<file path="src/rtl/vend_pkg.sv">
// Shared types and constants for the vending session front-end.
package vend_pkg;

  typedef enum logic [2:0] {
    StIdle     = 3'd0,
    StSelect   = 3'd1,
    StCollect  = 3'd2,
    StVend     = 3'd3,
    StWaitDone = 3'd4,
    StRefund   = 3'd5
  } state_e;

  localparam logic [1:0] CoinOne = 2'b00;
  localparam logic [1:0] CoinTwo = 2'b01;
  localparam logic [1:0] CoinFive = 2'b10;
  localparam logic [1:0] CoinTen = 2'b11;

  localparam logic [2:0] ProdPen = 3'b000;
  localparam logic [2:0] ProdNotebook = 3'b001;
  localparam logic [2:0] ProdWater = 3'b100;

  localparam int unsigned MaxTotal = 127;

  function automatic logic [6:0] coin_decode(input logic [1:0] code);
    logic [6:0] val;
    unique case (code)
      CoinOne:  val = 7'd1;
      CoinTwo:  val = 7'd2;
      CoinFive: val = 7'd5;
      default:  val = 7'd10;
    endcase
    return val;
  endfunction

endpackage

</file>
<file path="src/rtl/vend_coin_accum.sv">
// Coin accumulator: decodes the coin, adds it only if the total stays within MaxTotal.
module vend_coin_accum
  import vend_pkg::*;
(
  input  logic       clk,
  input  logic       reset,
  input  logic       add_i,
  input  logic       clear_i,
  input  logic [1:0] coin_value_i,
  output logic [6:0] total_o,
  output logic       fits_o
);

  logic [6:0] total_q, total_d;
  logic [7:0] sum;

  assign sum    = {1'b0, total_q} + {1'b0, coin_decode(coin_value_i)};
  assign fits_o = (sum <= 8'(MaxTotal));

  always_comb begin
    total_d = total_q;
    if (clear_i) begin
      total_d = '0;
    end else if (add_i && fits_o) begin
      total_d = sum[6:0];
    end
  end

  always_ff @(posedge clk or posedge reset) begin
    if (reset) begin
      total_q <= '0;
    end else begin
      total_q <= total_d;
    end
  end

  assign total_o = total_q;

endmodule

</file>
<file path="src/rtl/vend_session_ctrl.sv">
// Session sequencer in front of the vending core: selection, payment, vend handshake, refunds.
module vend_session_ctrl
  import vend_pkg::*;
#(
  parameter int unsigned START_CYCLES  = 3,
  parameter int unsigned INACT_TIMEOUT = 1000,
  parameter int unsigned DONE_TIMEOUT  = 64
) (
  input  logic       clk,
  input  logic       reset,
  input  logic       sel_valid_i,
  input  logic [2:0] sel_code_i,
  input  logic       coin_valid_i,
  input  logic [1:0] coin_value_i,
  input  logic       pay_online_i,
  input  logic       cancel_btn_i,
  input  logic [6:0] core_price_i,
  input  logic       core_dispense_i,
  output logic       core_start_o,
  output logic [2:0] core_code_o,
  output logic       core_online_o,
  output logic [6:0] core_total_o,
  output logic       core_cancel_o,
  output logic       refund_valid_o,
  output logic [6:0] refund_amount_o,
  output logic       coin_reject_o,
  output logic       sel_error_o,
  output logic       busy_o,
  output logic [2:0] session_state_o
);

  localparam int unsigned StartW = (START_CYCLES > 1) ? $clog2(START_CYCLES) : 1;
  localparam int unsigned InactW = $clog2(INACT_TIMEOUT + 1);
  localparam int unsigned DoneW  = $clog2(DONE_TIMEOUT + 1);

  state_e              state_q;
  logic [StartW-1:0]   start_cnt_q;
  logic [InactW-1:0]   inact_q;
  logic [DoneW-1:0]    done_q;
  logic                core_start_q, core_online_q, core_cancel_q;
  logic [2:0]          core_code_q;
  logic [6:0]          core_total_q, refund_amount_q;
  logic                refund_valid_q, coin_reject_q, sel_error_q;

  logic [6:0] acc;
  logic       coin_fits, coin_add, acc_clear;
  logic       inact_hit, done_hit, acc_zero, paid, online_ok, collect_live;

  assign inact_hit    = (inact_q == InactW'(INACT_TIMEOUT));
  assign done_hit     = (done_q == DoneW'(DONE_TIMEOUT));
  assign acc_zero     = (acc == '0);
  assign paid         = (acc >= core_price_i);
  assign online_ok    = pay_online_i && acc_zero;
  assign collect_live = (state_q == StCollect) && !cancel_btn_i && !inact_hit;
  // Coins only land when nothing higher in the COLLECT priority chain fires.
  assign coin_add     = collect_live && !paid && !online_ok && coin_valid_i && coin_fits;
  assign acc_clear    = (state_q == StRefund) || ((state_q == StWaitDone) && core_dispense_i);

  vend_coin_accum u_accum (
    .clk          (clk),
    .reset        (reset),
    .add_i        (coin_add),
    .clear_i      (acc_clear),
    .coin_value_i (coin_value_i),
    .total_o      (acc),
    .fits_o       (coin_fits)
  );

  always_ff @(posedge clk or posedge reset) begin
    if (reset) begin
      state_q         <= StIdle;
      start_cnt_q     <= '0;
      inact_q         <= '0;
      done_q          <= '0;
      core_start_q    <= 1'b0;
      core_code_q     <= '0;
      core_online_q   <= 1'b0;
      core_total_q    <= '0;
      core_cancel_q   <= 1'b0;
      refund_valid_q  <= 1'b0;
      refund_amount_q <= '0;
      coin_reject_q   <= 1'b0;
      sel_error_q     <= 1'b0;
    end else begin
      coin_reject_q   <= 1'b0;
      sel_error_q     <= 1'b0;
      core_cancel_q   <= 1'b0;
      refund_valid_q  <= 1'b0;
      refund_amount_q <= '0;
      unique case (state_q)
        StIdle: begin
          coin_reject_q <= coin_valid_i;
          if (sel_valid_i) begin
            core_code_q <= sel_code_i;
            state_q     <= StSelect;
          end
        end
        StSelect: begin
          coin_reject_q <= coin_valid_i;
          if (core_price_i == '0) begin
            sel_error_q <= 1'b1;
            state_q     <= StIdle;
          end else begin
            inact_q <= '0;
            state_q <= StCollect;
          end
        end
        StCollect: begin
          if (coin_add) begin
            inact_q <= '0;
          end else if (!inact_hit) begin
            inact_q <= inact_q + 1'b1;
          end
          if (cancel_btn_i || inact_hit) begin
            coin_reject_q <= coin_valid_i;
            state_q       <= StRefund;
          end else if (paid || online_ok) begin
            coin_reject_q <= coin_valid_i;
            core_start_q  <= 1'b1;
            core_online_q <= !paid;
            core_total_q  <= paid ? acc : 7'd0;
            start_cnt_q   <= '0;
            state_q       <= StVend;
          end else if (coin_valid_i) begin
            coin_reject_q <= !coin_fits;
          end else if (sel_valid_i && acc_zero) begin
            core_code_q <= sel_code_i;
            state_q     <= StSelect;
          end
        end
        StVend: begin
          coin_reject_q <= coin_valid_i;
          if (start_cnt_q == StartW'(START_CYCLES - 1)) begin
            core_start_q  <= 1'b0;
            core_total_q  <= '0;
            core_online_q <= 1'b0;
            done_q        <= '0;
            state_q       <= StWaitDone;
          end else begin
            start_cnt_q <= start_cnt_q + 1'b1;
          end
        end
        StWaitDone: begin
          coin_reject_q <= coin_valid_i;
          if (core_dispense_i) begin
            state_q <= StIdle;
          end else if (done_hit) begin
            core_cancel_q <= 1'b1;
            state_q       <= StRefund;
          end else begin
            done_q <= done_q + 1'b1;
          end
        end
        StRefund: begin
          coin_reject_q   <= coin_valid_i;
          refund_valid_q  <= 1'b1;
          refund_amount_q <= acc;
          state_q         <= StIdle;
        end
        default: state_q <= StIdle;
      endcase
    end
  end

  assign core_start_o    = core_start_q;
  assign core_code_o     = core_code_q;
  assign core_online_o   = core_online_q;
  assign core_total_o    = core_total_q;
  assign core_cancel_o   = core_cancel_q;
  assign refund_valid_o  = refund_valid_q;
  assign refund_amount_o = refund_amount_q;
  assign coin_reject_o   = coin_reject_q;
  assign sel_error_o     = sel_error_q;
  assign busy_o          = (state_q != StIdle);
  assign session_state_o = state_q;

endmodule

</file>
<file path="config.mk">
export PLATFORM = sky130hd
export DESIGN_NAME = vend_session_ctrl
export DESIGN_NICKNAME = d
export VERILOG_FILES = /design/src/rtl/vend_pkg.sv /design/src/rtl/vend_coin_accum.sv /design/src/rtl/vend_session_ctrl.sv
export SDC_FILE = /design/constraint.sdc
export NUM_CORES = 1
export LEC_CHECK = 0
export CORE_ASPECT_RATIO = 0.9
export CORE_MARGIN = 3
export CORE_UTILIZATION = 28
export CTS_CLUSTER_DIAMETER = 30
export CTS_CLUSTER_SIZE = 30
export DETAILED_ROUTE_END_ITERATION = 8
export SLEW_MARGIN = 0
export SYNTH_ARGS = -nofsm -noshare
export SYNTH_HDL_FRONTEND = slang
export SYNTH_SLANG_ARGS = --single-unit
</file>
<file path="constraint.sdc">
create_clock -name clk -period 4.9 [get_ports clk]
set_input_delay 0.49 -clock clk [delete_from_list [all_inputs] [get_ports clk]]
set_output_delay 0.49 -clock clk [all_outputs]
set_load 0.05 [all_outputs]
</file>
==> results.tsv, run 1 <==
stage	metric	value	unit
cells_and_area	share of cells above drive strength 1	6.01	%
global_routing	initial antenna violation count	0	
yosys	Yosys reg bits	52	
min_path	class of the worst hold path	reg -> reg	
route	total detailed-routing wirelength	7430	um
yosys	post-synthesis instance total	324	
placed_design	Final Wtd Congestion	0.832	
die	overall die height	104	um
cells_and_area	Ant. Diodes	0	
sta	final-report max-slew violation count	0	
global_routing	pin count of the biggest net entering global routing	53	
die	total die area	12000	sq um
die	placement row count	35	
job	max-capacitance violation count	0	
yosys	area leader, netlist	sky130_fd_sc_hd__dfrtp_1	
worst_setup_path	CP arrival	3.11	ns
power_and_ir_drop	part of the power in combinational logic	44.7	%
min_path	Hold Crit Start	core_start_o	
route	number of detailed-route iterations in the first pass	4	
clocking	Inserted Clock Buffers	5	
yosys	Top FF cell, synth	sky130_fd_sc_hd__dfrtp_1	
die	die extent in x	115	um
sta	Worst Hold Slack	0.493	ns
yosys	Cell variety after synth	51	
yosys	area fraction of the dominant cell type after synthesis	43.3	%
power_and_ir_drop	switching part of the total power	45.1	%
power_and_ir_drop	power density over the cells	496	nW/um^2
global_routing	overall global routing resource usage	12.6	%
sta	unrepaired setup endpoints after global routing	false	
sta	worst-margin pin slew	0.765	ns
global_routing	global-route wire length before repair	12100	um
clocking	number of gates given a new drive strength after cts	0	
clocking	root buffer cell	sky130_fd_sc_hd__clkbuf_16	
worst_setup_path	element type at the critical path end	register	
worst_setup_path	worst path cell trace	clkdlybuf4s50_1 > ha_1 > nand2b_1 > a211oi_1 > o21bai_1 > a211oi_1 > a31oi_1 > mux2_2	
placed_design	number of I/O port buffers	45	
die	area of the core region	10300	sq um
route	routed vias	2522	
sta	maximum clock frequency	342	MHz
global_routing	global route total overflow	0	
power_and_ir_drop	Cell Int Power	1.01	mW
power_and_ir_drop	Sw Pwr	0.833	mW
run_status	result of the run	finished, final reports clean	
sta	number of setup violations in the final report	0	
route	Via-to-Cell Ratio	5.09	
worst_setup_path	highest net fanout along the worst path	6	
route	routed length per placed instance	15.0	um
die	count of pins on the block boundary	46	
route	post-detailed-route DRC marker count	0	
clocking	CTS H-tree lvls	2	
yosys	share of synthesized registers carrying an async set or reset	100	%
route	count of antenna-violating nets left after detailed routing	0	
yosys	number of synthesized flops with an enable pin	0	
yosys	warning count from the yosys run	0	
clocking	clock tree from TritonCTS	built	
yosys	mean cell area of the mapped netlist	9.27	sq um
worst_setup_path	Critical Path Source	core_price_i[0]	
power_and_ir_drop	share of total power in sequential cells	35.4	%
worst_setup_path	slowest stage delay, CP	0.69	ns
worst_setup_path	FF-to-FF Start	u_accum.total_o[0]	
cells_and_area	area added between synthesis and finish	23.8	%
clocking	CTS Hold Buffers Added	0	
worst_setup_path	critical path startpoint category	primary input	
clocking	clock-pin slew of the registers on the worst-case setup and hold paths	0.07	ns
die	Initial Utilization	29.1	%
worst_setup_path	Top cell by count, worst path	sky130_fd_sc_hd__a211oi_1	
clocking	worst skew pair latency	0.30	ns
yosys	sequential cell area fraction in the yosys report	43.3	%
power_and_ir_drop	Leak	1.66	nW
worst_setup_path	type of the worst setup path	in -> reg	
power_and_ir_drop	relative contribution of the clock network to total power	19.9	%
worst_setup_path	Max stage delay cell, worst path	sky130_fd_sc_hd__a211oi_1	
sta	worst max-slew margin expressed relative to the limit	48.7	%
worst_setup_path	kind of cell adding the most delay to the critical path	compound AO/OA/AOI/OAI gates	
sta	largest clock skew in the final design	0.00414	ns
yosys	cell types occupying the most area after synthesis	sky130_fd_sc_hd__dfrtp_1 43%, sky130_fd_sc_hd__ha_1 7.1%, sky130_fd_sc_hd__nand2_1 4.4%, sky130_fd_sc_hd__nor2_1 3.2%, sky130_fd_sc_hd__inv_1 2.9%	
clocking	clock tree buffer depth	2	
yosys	most common cell in the synthesized netlist	sky130_fd_sc_hd__dfrtp_1	
global_routing	number of global-route vias before repair	2384	
sta	accumulated negative setup slack	0	ns
clocking	clock tree sinks	52	
sta	shortest period the worst path allows	2.93	ns
yosys	leading post-synthesis cells by instance count	52 x sky130_fd_sc_hd__dfrtp_1, 35 x sky130_fd_sc_hd__nand2_1, 26 x sky130_fd_sc_hd__nor2_1	
cells_and_area	number of nets at the end of the flow	402	
yosys	post-synthesis instance area	3000	sq um
sta	count of final hold-check violations	0	
worst_setup_path	Buffers & Inverters on Critical Path	1	
yosys	Net Count, Synth	361	
worst_setup_path	Worst EP required	5.09	ns
power_and_ir_drop	IR drop worst, VDD	0.178	mV
sta	Tcrit/Tclk final	59.7	%
route	violation count after the first detailed-routing iteration	139	
clocking	number of setup buffers added after CTS	0	
placed_design	Post-DP HPWL	5470	um
==> layout by cell type, fill, tap and decap left out, types with 3 or more instances in the layout <==
| master | count |
|---|---|
| sky130_fd_sc_hd__xor2_1 | 4 |
| sky130_fd_sc_hd__and2_1 | 6 |
| sky130_fd_sc_hd__clkdlybuf4s50_1 | 45 |
| sky130_fd_sc_hd__o211ai_1 | 8 |
| sky130_fd_sc_hd__clkbuf_16 | 5 |
| sky130_fd_sc_hd__nand3_1 | 10 |
| sky130_fd_sc_hd__inv_1 | 22 |
| sky130_fd_sc_hd__o21bai_1 | 4 |
| sky130_fd_sc_hd__a22o_1 | 7 |
| sky130_fd_sc_hd__a21o_1 | 4 |
| sky130_fd_sc_hd__a31oi_1 | 3 |
| sky130_fd_sc_hd__o31ai_1 | 3 |
| sky130_fd_sc_hd__a21oi_1 | 13 |
| sky130_fd_sc_hd__nor4_1 | 10 |
| sky130_fd_sc_hd__dfrtp_1 | 52 |
| sky130_fd_sc_hd__a211oi_1 | 3 |
| sky130_fd_sc_hd__nor3_1 | 8 |
| sky130_fd_sc_hd__and3_1 | 8 |
| sky130_fd_sc_hd__nand2b_1 | 5 |
| sky130_fd_sc_hd__nand2_1 | 35 |
| sky130_fd_sc_hd__mux2_2 | 3 |
| sky130_fd_sc_hd__ha_1 | 17 |
| sky130_fd_sc_hd__o21ai_0 | 14 |
| sky130_fd_sc_hd__nor2b_1 | 3 |
| sky130_fd_sc_hd__or3_1 | 6 |
| sky130_fd_sc_hd__nor2_1 | 26 |
| sky130_fd_sc_hd__mux2i_1 | 7 |
==> metrics by stage <==
| step | worst slack (ns) | total power [mW] | instance area (sq um) | util [%] | std cells |
|---|---|---|---|---|---|
| 2_1_floorplan | 2.49 | 1.24 | 3000 | - | 324 |
| 3_3_place_gp | 1.66 | 1.46 | 3560 | 34.4 | 486 |
| 3_5_place_dp | 1.63 | 1.48 | 3560 | 34.4 | 486 |
| 4_1_cts | 1.95 | 1.85 | 3710 | 35.9 | 494 |
| 5_1_grt | 1.68 | 1.97 | 3720 | 36.0 | 495 |
| 6_report | 1.97 | 1.84 | 3720 | 36.0 | 495 |
==> flip-flops by register name, indices dropped and copies added (netlist names), 2 cells and up <==
signal,count
inact_q,10
u_accum.total_o,7
refund_amount_o,7
done_q,7
core_code_o,3
core_total_o,7
session_state_o,3
start_cnt_q,2
==> path summary, 6_finish.rpt <==
kind | slack, ns | depth (start not counted) | endpoint
setup / recovery | 1.97 | 8 | core_code_o[2]
hold / removal | 0.49 | 2 | core_start_o
setup reg to reg | 2.03 | 8 | core_code_o[2]
hold reg to reg | 0.49 | 2 | core_start_o
max in group asynchronous | 3.75 | 3 | u_accum.total_o[6]
min in group asynchronous | 0.70 | 3 | core_total_o[3]
==> layout make-up <==
| class | instances | area (sq um) |
|---|---|---|
| fillers | 1068 | 6620 |
| multi-input cells | 236 | 1550 |
| flip-flops and latches | 52 | 1300 |
| repair buffers | 47 | 465 |
| well taps | 129 | 161 |
| clock buffers | 5 | 125 |
| inverters | 23 | 86.3 |
| clock inverters | 3 | 27.5 |
==> logic make-up (layout without fill, tap and decap cells) <==
kind of cell,Yosys count,after routing,synth area share (%)
compound gates,72,72,16.2
xor+xnor,5,5,1.46
fa+ha+maj,18,18,7.75
buf+inv,36,78,5.04
flops,52,52,43.3
mux,10,10,3.46
simple gates,131,131,22.8
==> power groups by stage <==
stage,Clock (mW),Combinational [mW],Sequential [mW]
final,0.367,0.825,0.653
after global routing,0.390,0.913,0.671
after CTS,0.376,0.819,0.653
after detailed placement,0,0.817,0.661
after global placement,0,0.801,0.659
after floorplan,0,0.493,0.746
==> worst min-delay path, cell delays in order, from the launching register on <==
cell and delay (ns):
sky130_fd_sc_hd__dfrtp_1 0.35, sky130_fd_sc_hd__nand2_1 0.05, sky130_fd_sc_hd__o21ai_0 0.06
==> metal layers <==
| layer | routed length [um] | vias to the layer above | share of wire, % | track usage [%] |
|---|---|---|---|---|
| met3 | 302 | 10 | 4.1 | 3.08 |
| met5 | 0 | - | 0 | 0 |
| met2 | 3500 | 43 | 47 | 19.4 |
| li1 | - | 1241 | - | - |
| met1 | 3510 | 1228 | 47 | 17.2 |
| met4 | 123 | 0 | 1.7 | 3.86 |
(Power assumes the default switching activity.)
==> run 2: changes to the inputs <==
Clock period 4.9 ns to 2.7 ns, I/O delays scaled along.
==> run 2 against run 1 <==
Compared with the run above:
- clock power up 76%
- core utilization up 1.3 points
- sequential share of layout area down 1.2 points
- setup slack worse by 1.6 ns
- critical path depth up 1
- combinational power up 100%
- routed wire length down 1.6%
- final cell count up 3.6%
- non-clock buffer count up 18
- global-route usage up 0.36 points
- total power up 87%
==> results.tsv, run 2 (synthesis gave the netlist of run 1 again) <==
stage	metric	value	unit
run_status	result of the run	finished, final reports clean	
worst_setup_path	slowest stage delay, CP	0.57	ns
global_routing	pin count of the biggest net entering global routing	53	
power_and_ir_drop	relative contribution of the clock network to total power	18.8	%
worst_setup_path	CP arrival	2.58	ns
cells_and_area	number of nets at the end of the flow	420	
power_and_ir_drop	Leak	1.75	nW
route	routed vias	2530	
clocking	CTS H-tree lvls	2	
sta	Tcrit/Tclk final	87.3	%
die	count of pins on the block boundary	46	
worst_setup_path	highest net fanout along the worst path	5	
job	max-capacitance violation count	0	
global_routing	initial antenna violation count	0	
placed_design	post-placement cell count	505	
route	post-detailed-route DRC marker count	0	
power_and_ir_drop	power density over the cells	897	nW/um^2
sta	largest clock skew in the final design	0.00627	ns
worst_setup_path	reg-to-reg slack, setup	0.36	ns
sta	accumulated negative setup slack	0	ns
worst_setup_path	Buffers & Inverters on Critical Path	1	
die	Initial Utilization	29.1	%
route	total detailed-routing wirelength	7310	um
die	overall die height	104	um
die	total die area	12000	sq um
power_and_ir_drop	part of the power in combinational logic	48.2	%
cells_and_area	area added between synthesis and finish	28.1	%
route	violation count after the first detailed-routing iteration	129	
global_routing	global route total overflow	0	
worst_setup_path	critical path startpoint category	primary input	
power_and_ir_drop	IR drop worst, VDD	0.382	mV
cells_and_area	largest register by flop count	inact_q	
route	count of antenna-violating nets left after detailed routing	0	
worst_setup_path	Worst EP required	2.92	ns
placed_design	number of I/O port buffers	45	
clocking	clock tree buffer depth	2	
sta	worst-margin pin slew	0.855	ns
die	area of the core region	10300	sq um
clocking	number of gates given a new drive strength after cts	0	
sta	unrepaired setup endpoints after global routing	false	
sta	shortest period the worst path allows	2.36	ns
global_routing	GR Layer Usage met3	2.50	%
worst_setup_path	Max stage delay cell, worst path	sky130_fd_sc_hd__clkdlybuf4s50_1	
worst_setup_path	element type at the critical path end	register	
global_routing	layer carrying the most global-route usage	met2	
sta	count of final hold-check violations	0	
clocking	clock tree sinks	52	
sta	worst max-slew margin expressed relative to the limit	43.0	%
min_path	class of the worst hold path	in -> async	
cells_and_area	most used cells in the layout excluding fill and tap cells	52 x sky130_fd_sc_hd__dfrtp_1, 45 x sky130_fd_sc_hd__clkdlybuf4s50_1, 35 x sky130_fd_sc_hd__nand2_1	
sta	maximum clock frequency	424	MHz
power_and_ir_drop	switching part of the total power	43.9	%
cells_and_area	share of cells above drive strength 1	10.4	%
die	die extent in x	115	um
power_and_ir_drop	Cell Int Power	1.94	mW
sta	number of setup violations in the final report	0	
cells_and_area	leading cell type in the layout, fill and taps excluded	sky130_fd_sc_hd__dfrtp_1	
global_routing	global-route wire length before repair	12600	um
global_routing	grt met2 use	21.0	%
clocking	Inserted Clock Buffers	5	
route	routed length per placed instance	14.2	um
clocking	clock tree from TritonCTS	built	
placed_design	Post-DP HPWL	5630	um
power_and_ir_drop	share of total power in sequential cells	33.1	%
cells_and_area	utilization after layout	37.2	%
route	number of detailed-route iterations in the first pass	4	
power_and_ir_drop	Sw Pwr	1.51	mW
sta	final-report max-slew violation count	0	
global_routing	GR met1 Demand/Resource	17.2	%
cells_and_area	fill cell instance count of the final layout	1047	
die	placement row count	35	
worst_setup_path	type of the worst setup path	in -> reg	
route	Via-to-Cell Ratio	4.93	
worst_setup_path	kind of cell adding the most delay to the critical path	simple AND/OR/NAND/NOR gates	
clocking	root buffer cell	sky130_fd_sc_hd__clkbuf_16	
global_routing	number of global-route vias before repair	2587	
cells_and_area	number of flip-flops in the largest register	10	
clocking	clock-pin slew of the registers on the worst-case setup and hold paths	0.07	ns
cells_and_area	number of cells in the finished layout apart from fillers	513	
clocking	CTS Hold Buffers Added	0	
clocking	worst skew pair latency	0.29	ns
worst_setup_path	worst path cell trace	clkdlybuf4s50_1 > nor2b_1 > ha_1 > a211oi_1 > nor2_1 > a2bb2oi_1 > or3_1 > or4_1 > a21oi_1	
clocking	number of setup buffers added after CTS	0	
cells_and_area	Ant. Diodes	0	
placed_design	Final Wtd Congestion	0.826	
global_routing	overall global routing resource usage	12.9	%
## run 2: cell count changes in the layout (fill, tap and decap cells not counted)
cell	before	now
sky130_fd_sc_hd__buf_4	2	20
sky130_fd_sc_hd__clkinv_2	0	1
sky130_fd_sc_hd__clkinvlp_4	1	0
sky130_fd_sc_hd__inv_6	0	1
sky130_fd_sc_hd__inv_8	1	0
## run 2: cell type report
cell class	count	area, sq um	share of cell area (%)
inverter	23	86.3	2.24
tap	129	161	4.19
clock buffer	5	125	3.25
multi-input combinational	236	1550	40.3
sequential	52	1300	33.8
timing repair buffer	65	601	15.6
clock inverter	3	22.5	0.585
## run 2: stage by stage
step	instance area, sq um	hold WS (ns)	power [mW]	setup slack [ns]
after global routing	3850	0.536	3.72	0.121
after floorplan	3000	0.384	2.25	0.374
final	3850	0.488	3.45	0.343
after CTS	3850	0.509	3.48	0.330
after global placement	3700	0.494	2.79	0.0578
after detailed placement	3700	0.493	2.84	0.0275
## run 2: power by group through the flow
stage	logic (mW)	clock network (mW)	registers, mW
finish	1.66	0.647	1.14
detailed placement	1.68	0	1.16
global placement	1.64	0	1.15
floorplan	0.896	0	1.35
CTS	1.68	0.658	1.14
global route	1.86	0.687	1.18
## run 2: layer usage
| metal | part of all wire [%] | wire (um) | up-vias |
|---|---|---|---|
| met5 | 0 | 0 | - |
| met4 | 1.4 | 99 | 0 |
| li1 | - | - | 1271 |
| met2 | 47 | 3440 | 40 |
| met3 | 3.6 | 261 | 8 |
| met1 | 48 | 3510 | 1211 |
## run 2: final timing paths
kind | endpoint | startpoint | cells after the start
max in group asynchronous | inact_q[2] | reset | 3
min reg2reg | core_total_o[3] | core_total_o[3] | 1
min in group clk | core_total_o[3] | core_total_o[3] | 1
max reg2reg | u_accum.total_o[6] | u_accum.total_o[0] | 8
max | u_accum.total_o[6] | coin_value_i[0] | 9
min | core_total_o[3] | reset | 3
## run 2: worst reg2reg max path, cell delays in order, from the launching register on
cell	delay (ns)
sky130_fd_sc_hd__dfrtp_1	0.38
sky130_fd_sc_hd__inv_1	0.09
sky130_fd_sc_hd__ha_1	0.22
sky130_fd_sc_hd__nand2b_1	0.14
sky130_fd_sc_hd__a211oi_1	0.23
sky130_fd_sc_hd__o21bai_1	0.15
sky130_fd_sc_hd__a211o_1	0.43
sky130_fd_sc_hd__or4_1	0.50
sky130_fd_sc_hd__a21oi_1	0.14
